$ cat src/rtl/barcode_rx.sv
// Barcode receiver: measures the start-bit low time as a half period, then samples each bit half a period after its falling edge.
// ID/ID_vld update 2 cycles after the last sample; never stalls, a held ID_vld is overwritten by the next valid frame.
module barcode_rx #(
   parameter int ID_W     = 8,
   parameter int CHK_W    = 2,
   parameter int CNT_W    = 22,
   parameter int TMO_MULT = 4
) (
   input  logic            clk,
   input  logic            rst_n,
   input  logic            BC,
   input  logic            clr_ID_vld,
   output logic [ID_W-1:0] ID,
   output logic            ID_vld,
   output logic            err,
   output logic            busy
);

   localparam int BW = $clog2(ID_W + 1);
   localparam logic [CNT_W-1:0] CNT_ONE  = 1;
   localparam logic [CNT_W-1:0] CNT_MAX  = '1;
   localparam logic [BW-1:0]    BIT_ONE  = 1;
   localparam logic [BW-1:0]    BIT_LAST = BW'(ID_W - 1);
   localparam logic [CNT_W+2:0] MULT     = (CNT_W+3)'(TMO_MULT);

   typedef enum logic [2:0] {IDLE, START, WAIT, SAMPLE, CHECK} state_t;

   state_t            state, state_nxt;
   logic              bc_m, bc_s, bc_q, fe;
   logic [CNT_W-1:0]  half_cnt, half_nxt;
   logic [CNT_W-1:0]  tmo_cnt, tmo_nxt;
   logic [BW-1:0]     bit_cnt, bit_nxt;
   logic [ID_W-1:0]   sr, sr_nxt;
   logic [CNT_W+2:0]  tmo_lim;
   logic              chk_ok, id_load, err_set;

   // bc_q only remembers the previous synced value for edge detection
   always_ff @(posedge clk or negedge rst_n) begin
      if (!rst_n) begin
         bc_m <= 1'b1;
         bc_s <= 1'b1;
         bc_q <= 1'b1;
      end else begin
         bc_m <= BC;
         bc_s <= bc_m;
         bc_q <= bc_s;
      end
   end

   assign fe      = bc_q & ~bc_s;
   assign tmo_lim = MULT * {3'b000, half_cnt};
   assign busy    = (state != IDLE);

   generate
      if (CHK_W == 0) begin : g_nochk
         assign chk_ok = 1'b1;
      end else begin : g_chk
         assign chk_ok = ~|sr[ID_W-1 -: CHK_W];
      end
   endgenerate

   always_ff @(posedge clk or negedge rst_n) begin
      if (!rst_n) begin
         state    <= IDLE;
         half_cnt <= '0;
         tmo_cnt  <= '0;
         bit_cnt  <= '0;
         sr       <= '0;
         ID       <= '0;
         ID_vld   <= 1'b0;
         err      <= 1'b0;
      end else begin
         state    <= state_nxt;
         half_cnt <= half_nxt;
         tmo_cnt  <= tmo_nxt;
         bit_cnt  <= bit_nxt;
         sr       <= sr_nxt;
         err      <= err_set;
         if (id_load) begin
            ID <= sr;
         end
         ID_vld   <= id_load | (ID_vld & ~clr_ID_vld);
      end
   end

   always_comb begin
      state_nxt = state;
      half_nxt  = half_cnt;
      tmo_nxt   = tmo_cnt;
      bit_nxt   = bit_cnt;
      sr_nxt    = sr;
      id_load   = 1'b0;
      err_set   = 1'b0;
      case (state)
         IDLE: begin
            if (fe) begin
               half_nxt  = '0;
               bit_nxt   = '0;
               state_nxt = START;
            end
         end
         START: begin
            if (bc_s) begin
               tmo_nxt   = '0;
               state_nxt = WAIT;
            end else if (half_cnt == CNT_MAX) begin
               err_set   = 1'b1;
               state_nxt = IDLE;
            end else begin
               half_nxt  = half_cnt + CNT_ONE;
            end
         end
         WAIT: begin
            // a wrapping tmo_cnt would never reach a limit above CNT_MAX, so saturation aborts too
            if (fe) begin
               tmo_nxt   = '0;
               state_nxt = SAMPLE;
            end else if (({3'b000, tmo_cnt} >= tmo_lim) || (tmo_cnt == CNT_MAX)) begin
               err_set   = 1'b1;
               state_nxt = IDLE;
            end else begin
               tmo_nxt   = tmo_cnt + CNT_ONE;
            end
         end
         SAMPLE: begin
            if (tmo_cnt == half_cnt) begin
               sr_nxt    = {sr[ID_W-2:0], bc_s};
               bit_nxt   = bit_cnt + BIT_ONE;
               tmo_nxt   = '0;
               state_nxt = (bit_cnt == BIT_LAST) ? CHECK : WAIT;
            end else begin
               tmo_nxt   = tmo_cnt + CNT_ONE;
            end
         end
         CHECK: begin
            state_nxt = IDLE;
            if (chk_ok) begin
               id_load = 1'b1;
            end else begin
               err_set = 1'b1;
            end
         end
         default: begin
            state_nxt = IDLE;
         end
      endcase
   end

endmodule

$ cat config.mk
export PLATFORM = sky130hd
export DESIGN_NAME = barcode_rx
export DESIGN_NICKNAME = d
export VERILOG_FILES = /design/src/rtl/barcode_rx.sv
export SDC_FILE = /design/constraint.sdc
export NUM_CORES = 1
export LEC_CHECK = 0
export BUFFER_PORTS_ARGS = -buffer_cell sky130_fd_sc_hd__buf_2
export CORE_MARGIN = 2
export CORE_UTILIZATION = 63
export CTS_CLUSTER_SIZE = 28
export DETAILED_ROUTE_END_ITERATION = 7
export HOLD_SLACK_MARGIN = 0.15
export MAX_ROUTING_LAYER = met4
export PLACE_DENSITY = 0.91
export SLEW_MARGIN = 20
export SYNTH_ARGS = -nofsm -noshare
export SYNTH_HDL_FRONTEND = slang
export SYNTH_SLANG_ARGS = --single-unit
$ cat constraint.sdc
create_clock -name clk -period 3.6 [get_ports clk]
set_clock_uncertainty 0.15 [all_clocks]
set_input_delay 0.72 -clock clk [delete_from_list [all_inputs] [get_ports clk]]
set_output_delay 0.72 -clock clk [all_outputs]
set_load 0.02 [all_outputs]
[Word level (Yosys, flattened, before mapping)]
Cells that the tools add are included.
W data, S select, Z words.
Word-level totals
  register bits: 72
  output and inout bits: 11
  logic and storage cells: 76
Cells by class
  $add $sub $neg: 3
  $lt $le $gt $ge: 1
  eq/ne operators: 16
  muxes and demuxes: 28
  bitwise gates (word level): 5
  reductions and logical operators: 12
Operators with widths (number)
  $mux W22: 7
  $pmux W22 S3: 1
  $add A22 B1 Y22 const B: 2
  $eq A22 B22 Y1 const B: 2
  $pmux W22 S2: 1
  $ge A22 B24 Y1: 1
  $eq A22 B22 Y1: 1
  $mux W3: 7
  $pmux W3 S4: 1
  $ne A2 B2 Y1 const B: 5
  $ne A3 B3 Y1 const B: 3
  $mux W4: 2
  $pmux W4 S2: 1
  $reduce_and A4 Y1: 2
  $mux W1: 7
  $eq A3 B2 Y1 const B: 2
  $reduce_and A3 Y1: 2
  $reduce_bool A3 Y1: 2
  $add A4 B1 Y4 const B: 1
  $eq A4 B3 Y1 const B: 1
  $reduce_bool A2 Y1: 2
  $eq A3 B1 Y1 const B: 1
  $eq A3 B3 Y1 const B: 1
  $logic_not A3 Y1: 1
  7 further kinds: 9

[Logic depth before layout (Yosys ltp)]
  depth after elaboration: 5
  mapped depth: 12
  gate-level depth less buffers: 9

[Least setup slack after synthesis]
Ideal clock, no wire load.
  path type: register to register
  from: register half_cnt[3]
  to: register tmo_cnt[13]
  library setup time: 92 ps
  data arrival time: 2371 ps
  required time: 3358 ps
  slack: 987 ps
  cell stages (with the launch flop): 13
  clock period less this slack: 2613 ps
  path through: dfrtp_1 clkbuf_1 inv_1 ha_1 a211oi_1 nor2_1 a211oi_1 o2bb2ai_1 o31a_1 a21o_1 buf_6 buf_6 o31ai_2
On the way
  word-level cells in the longest chain between the ends: 4
  elaborated cells on any way between the ends: 7
RTL lines
  start, declared: line 30  | logic [CNT_W-1:0] half_cnt, half_nxt;
  start signal, assigned: line 74  | half_cnt <= half_nxt;
  $ge A22 B24 Y1: line 118  | end else if (({3'b000, tmo_cnt} >= tmo_lim) || (tmo_cnt == CNT_MAX)) begin
  $logic_or A1 B1 Y1: line 118
  $ne A3 B3 Y1 (no source line)
  $reduce_and A3 Y1 (no source line)
  end signal, assigned: line 75  | tmo_cnt <= tmo_nxt;
  end, declared: line 31  | logic [CNT_W-1:0] tmo_cnt, tmo_nxt;
Several ways; a longest one is shown, not always the timed one.
A chain may end at the register's enable or synchronous reset.

[Worst setup path in the final report]
  from: register half_cnt[1]
  to: register tmo_cnt[14]
The elaborated chain is that of the path after synthesis.

==> results.sh <==
export IMPL_power_internal_mw=1.46
export IMPL_setup_worst_path_class="reg2reg"
export IMPL_synth_distinct_cells=59
export IMPL_min_path_type="reg2reg"
export IMPL_rows=31
export IMPL_netlist_area_um2=4580
export IMPL_cts_root_buf="clkbuf_8"
export IMPL_num_io_pins=15
export IMPL_grt_pass1_vias=3814
export IMPL_final_layout_size_suffix_gt1_share_pct=14.0
export IMPL_max_freq_mhz=325
export IMPL_die_area_um2=7980
export IMPL_async_reset_ff_share_pct=100
export IMPL_cp_required_ns=3.71
export IMPL_syn_nets=538
export IMPL_post_cts_buffers=0
export IMPL_power_switching_mw=0.997
export IMPL_power_mw=2.45
export IMPL_drc=0
export IMPL_comb_power_share_pct=35.1
export IMPL_r2r_end="tmo_cnt[14]"
export IMPL_initial_core_util_pct=64.2
export IMPL_tritoncts="built"
export IMPL_final_nets=539
export IMPL_grt_ovfl_total=0
export IMPL_diodes=0
export IMPL_clock_sinks=72
export IMPL_yosysSeqAreaShare_pct=39.4
export IMPL_peakVddDrop_uv=221
export IMPL_num_vias=3999
export IMPL_post_cts_resized=0
export IMPL_tightest_slew_ns=0.879
export IMPL_place_hpwl_um=8050
export IMPL_slew_headroom_pct=41.4
export IMPL_cts_hold_fix_buffers=0
export IMPL_leakage_nw=2.21
export IMPL_synth_edf_count=0
export IMPL_drtIter0Drc=413
export IMPL_final_common_cell="dfrtp_1"
export IMPL_yosys_most_used_dff="dfrtp_1"
export IMPL_avgRoutedWirePerCell_um=18.5
export IMPL_finalSetupTns_ns=0
export IMPL_clk_path_buf_depth=2
export IMPL_swShare_pct=40.6
export IMPL_rr_startpoint="half_cnt[1]"
export IMPL_synthCells=510
export IMPL_period_minus_slack_ns=3.08
export IMPL_ys_ff_latch=72
export IMPL_area_growth_pct=6.60
export IMPL_cap_violations=0
export IMPL_grt_max_degree=39
export IMPL_pwr_share_seq_pct=40.3
export IMPL_finalSetupViolCount=0
export IMPL_antenna_found_initial=0
export IMPL_fin_hold_ws_ns=0.209
export IMPL_share_clk_of_total_power_pct=24.6
export IMPL_critPathCaptureType="flip-flop"
export IMPL_run_status="complete, no violations"
export IMPL_io_buffers=14
export IMPL_fin_crit_sh_pct=85.5
export IMPL_insertion_delay_ns=0.37
export IMPL_final_cell_mix="dfrtp_1 (69), nand2_1 (56), nor2_1 (41)"
export IMPL_hp_start="bc_m"
export IMPL_power_density_nw_per_um2=502
export IMPL_yosysWarnings=0
export IMPL_hold_depth=0
export IMPL_slew_viol_final=0
export IMPL_nFillCells=537
export IMPL_gp_congestion=0.971
export IMPL_fin_cells=615
export IMPL_postLayoutCoreUtil_pct=68.5
export IMPL_chipHeight_um=89.3
export IMPL_drtAntennaViolNets=0
export IMPL_grt_setup_unrepaired="false"
export IMPL_r2r_slack_ns=0.52
export IMPL_drt_vias_per_instance=6.50
export IMPL_cp_max_fo=19
export IMPL_finalHoldViolCount=0
export IMPL_track_usage_pct=31.4
export IMPL_h_tree_depth=3
export IMPL_cp_data_arrival_time_ns=3.19
export IMPL_holdPathEnd="bc_s"
export IMPL_firstDrtPassIters=5
export IMPL_grt_pass1_wl_um=18300
export IMPL_dieWidth_um=89.3
export IMPL_clk_pin_slew_ns=0.08
export IMPL_avgSynthCellArea_um2=8.99
export IMPL_cts_made_buffers=9
export IMPL_reg2reg_depth=9
export IMPL_core_area_um2=7140
export IMPL_drt_total_wl_um=11400
export IMPL_worstSetupStartpointType="flip-flop"
export IMPL_dpl_cell_count=599
synth_stat cells, types with 2 or more instances:
cell type | number | area, µm²
nor3_1 | 7 | 35.0
o22ai_1 | 8 | 50.1
o31ai_1 | 12 | 90.1
a311o_1 | 2 | 20.0
and3_1 | 3 | 18.8
a21o_1 | 2 | 15.0
o21ai_0 | 31 | 155
inv_1 | 34 | 128
or2_2 | 2 | 12.5
mux2i_1 | 4 | 40.0
ha_1 | 24 | 300
and4_1 | 5 | 43.8
clkbuf_2 | 2 | 10.0
a21oi_1 | 13 | 65.1
o31a_1 | 2 | 17.5
mux2_2 | 14 | 158
o31ai_2 | 2 | 25.0
nor4_1 | 8 | 50.1
a211oi_1 | 11 | 82.6
dfrtp_1 | 69 | 1730
clkbuf_1 | 22 | 82.6
nand3_1 | 19 | 95.1
nand4_1 | 19 | 119
buf_6 | 2 | 22.5
nor3_2 | 2 | 20.0
nor2b_1 | 4 | 25.0
buf_2 | 6 | 30.0
nor2_1 | 41 | 154
dfstp_2 | 3 | 78.8
xor2_1 | 22 | 193
nand2_1 | 56 | 210
xnor2_1 | 14 | 123
a31oi_1 | 17 | 106
nand2b_1 | 2 | 12.5
a31o_2 | 2 | 17.5
registers in the layout, indices dropped and copies added (netlist names):
register / flops
ID: 8
tmo_cnt: 22
ID_vld: 1
bc_s: 1
sr: 8
state: 3
bit_cnt: 4
bc_q: 1
half_cnt: 22
err: 1
bc_m: 1
power by group through the flow:
stage                     sequential, mW  combinational, mW  clock [mW]
after floorplan                    0.963              0.632           0
after global placement             0.994              0.789           0
after detailed placement            1.00              0.827           0
after CTS                          0.986              0.834       0.613
after global routing                1.00              0.929       0.655
final                              0.990              0.860       0.605
critical path: stages, from the launching register on:
cell,delay (ns)
dfrtp_1,0.41
inv_1,0.09
ha_1,0.30
nor2b_1,0.13
a311o_1,0.31
a211oi_1,0.34
o2bb2ai_1,0.16
o31a_1,0.27
a21o_1,0.44
o31ai_1,0.36
through the flow:
stage          cell area, µm²  setup WS [ns]
6_report                 4890          0.522
5_1_grt                  4890          0.342
4_1_cts                  4890          0.568
3_5_place_dp             4710          0.586
3_3_place_gp             4710          0.692
2_1_floorplan            4580          0.987
layer usage:
metal	wire, µm	track usage [%]	vias to the layer above
met3	825	7.20	49
met1	4620	38.8	1923
met2	5510	48.8	206
met4	426	14.8	0
li1	-	-	1821
met5	0	-	-
layout make-up:
type | instances | area (µm²) | share of cell area, %
clock buffers | 11 | 141 | 2.89
clock inverters | 5 | 40.0 | 0.819
inverters | 34 | 128 | 2.61
multi-input cells | 371 | 2500 | 51.1
flip-flops and latches | 72 | 1810 | 36.9
well taps | 99 | 124 | 2.53
repair buffers | 23 | 150 | 3.07
how the worst max path moves through the flow:
stage	from	end
final	half_cnt[1]	tmo_cnt[14]
after global routing	half_cnt[16]	tmo_cnt[9]
after CTS	half_cnt[1]	tmo_cnt[14]
after detailed placement	half_cnt[1]	tmo_cnt[14]
after global placement	tmo_cnt[3]	tmo_cnt[12]
after floorplan	half_cnt[3]	tmo_cnt[13]
kinds of logic after synthesis:
kind of cell / after synthesis / synth area share [%]
and+or+nand+nor: 176 / 19.0
AOI/OAI and AO/OA: 117 / 17.8
DFF: 72 / 39.4
buffers and inverters: 67 / 6.11
xor gates and xnor gates: 36 / 6.88
adders and majority gates: 24 / 6.55
muxes: 18 / 4.31
No activity file was read; power rests on OpenSTA's default activity.
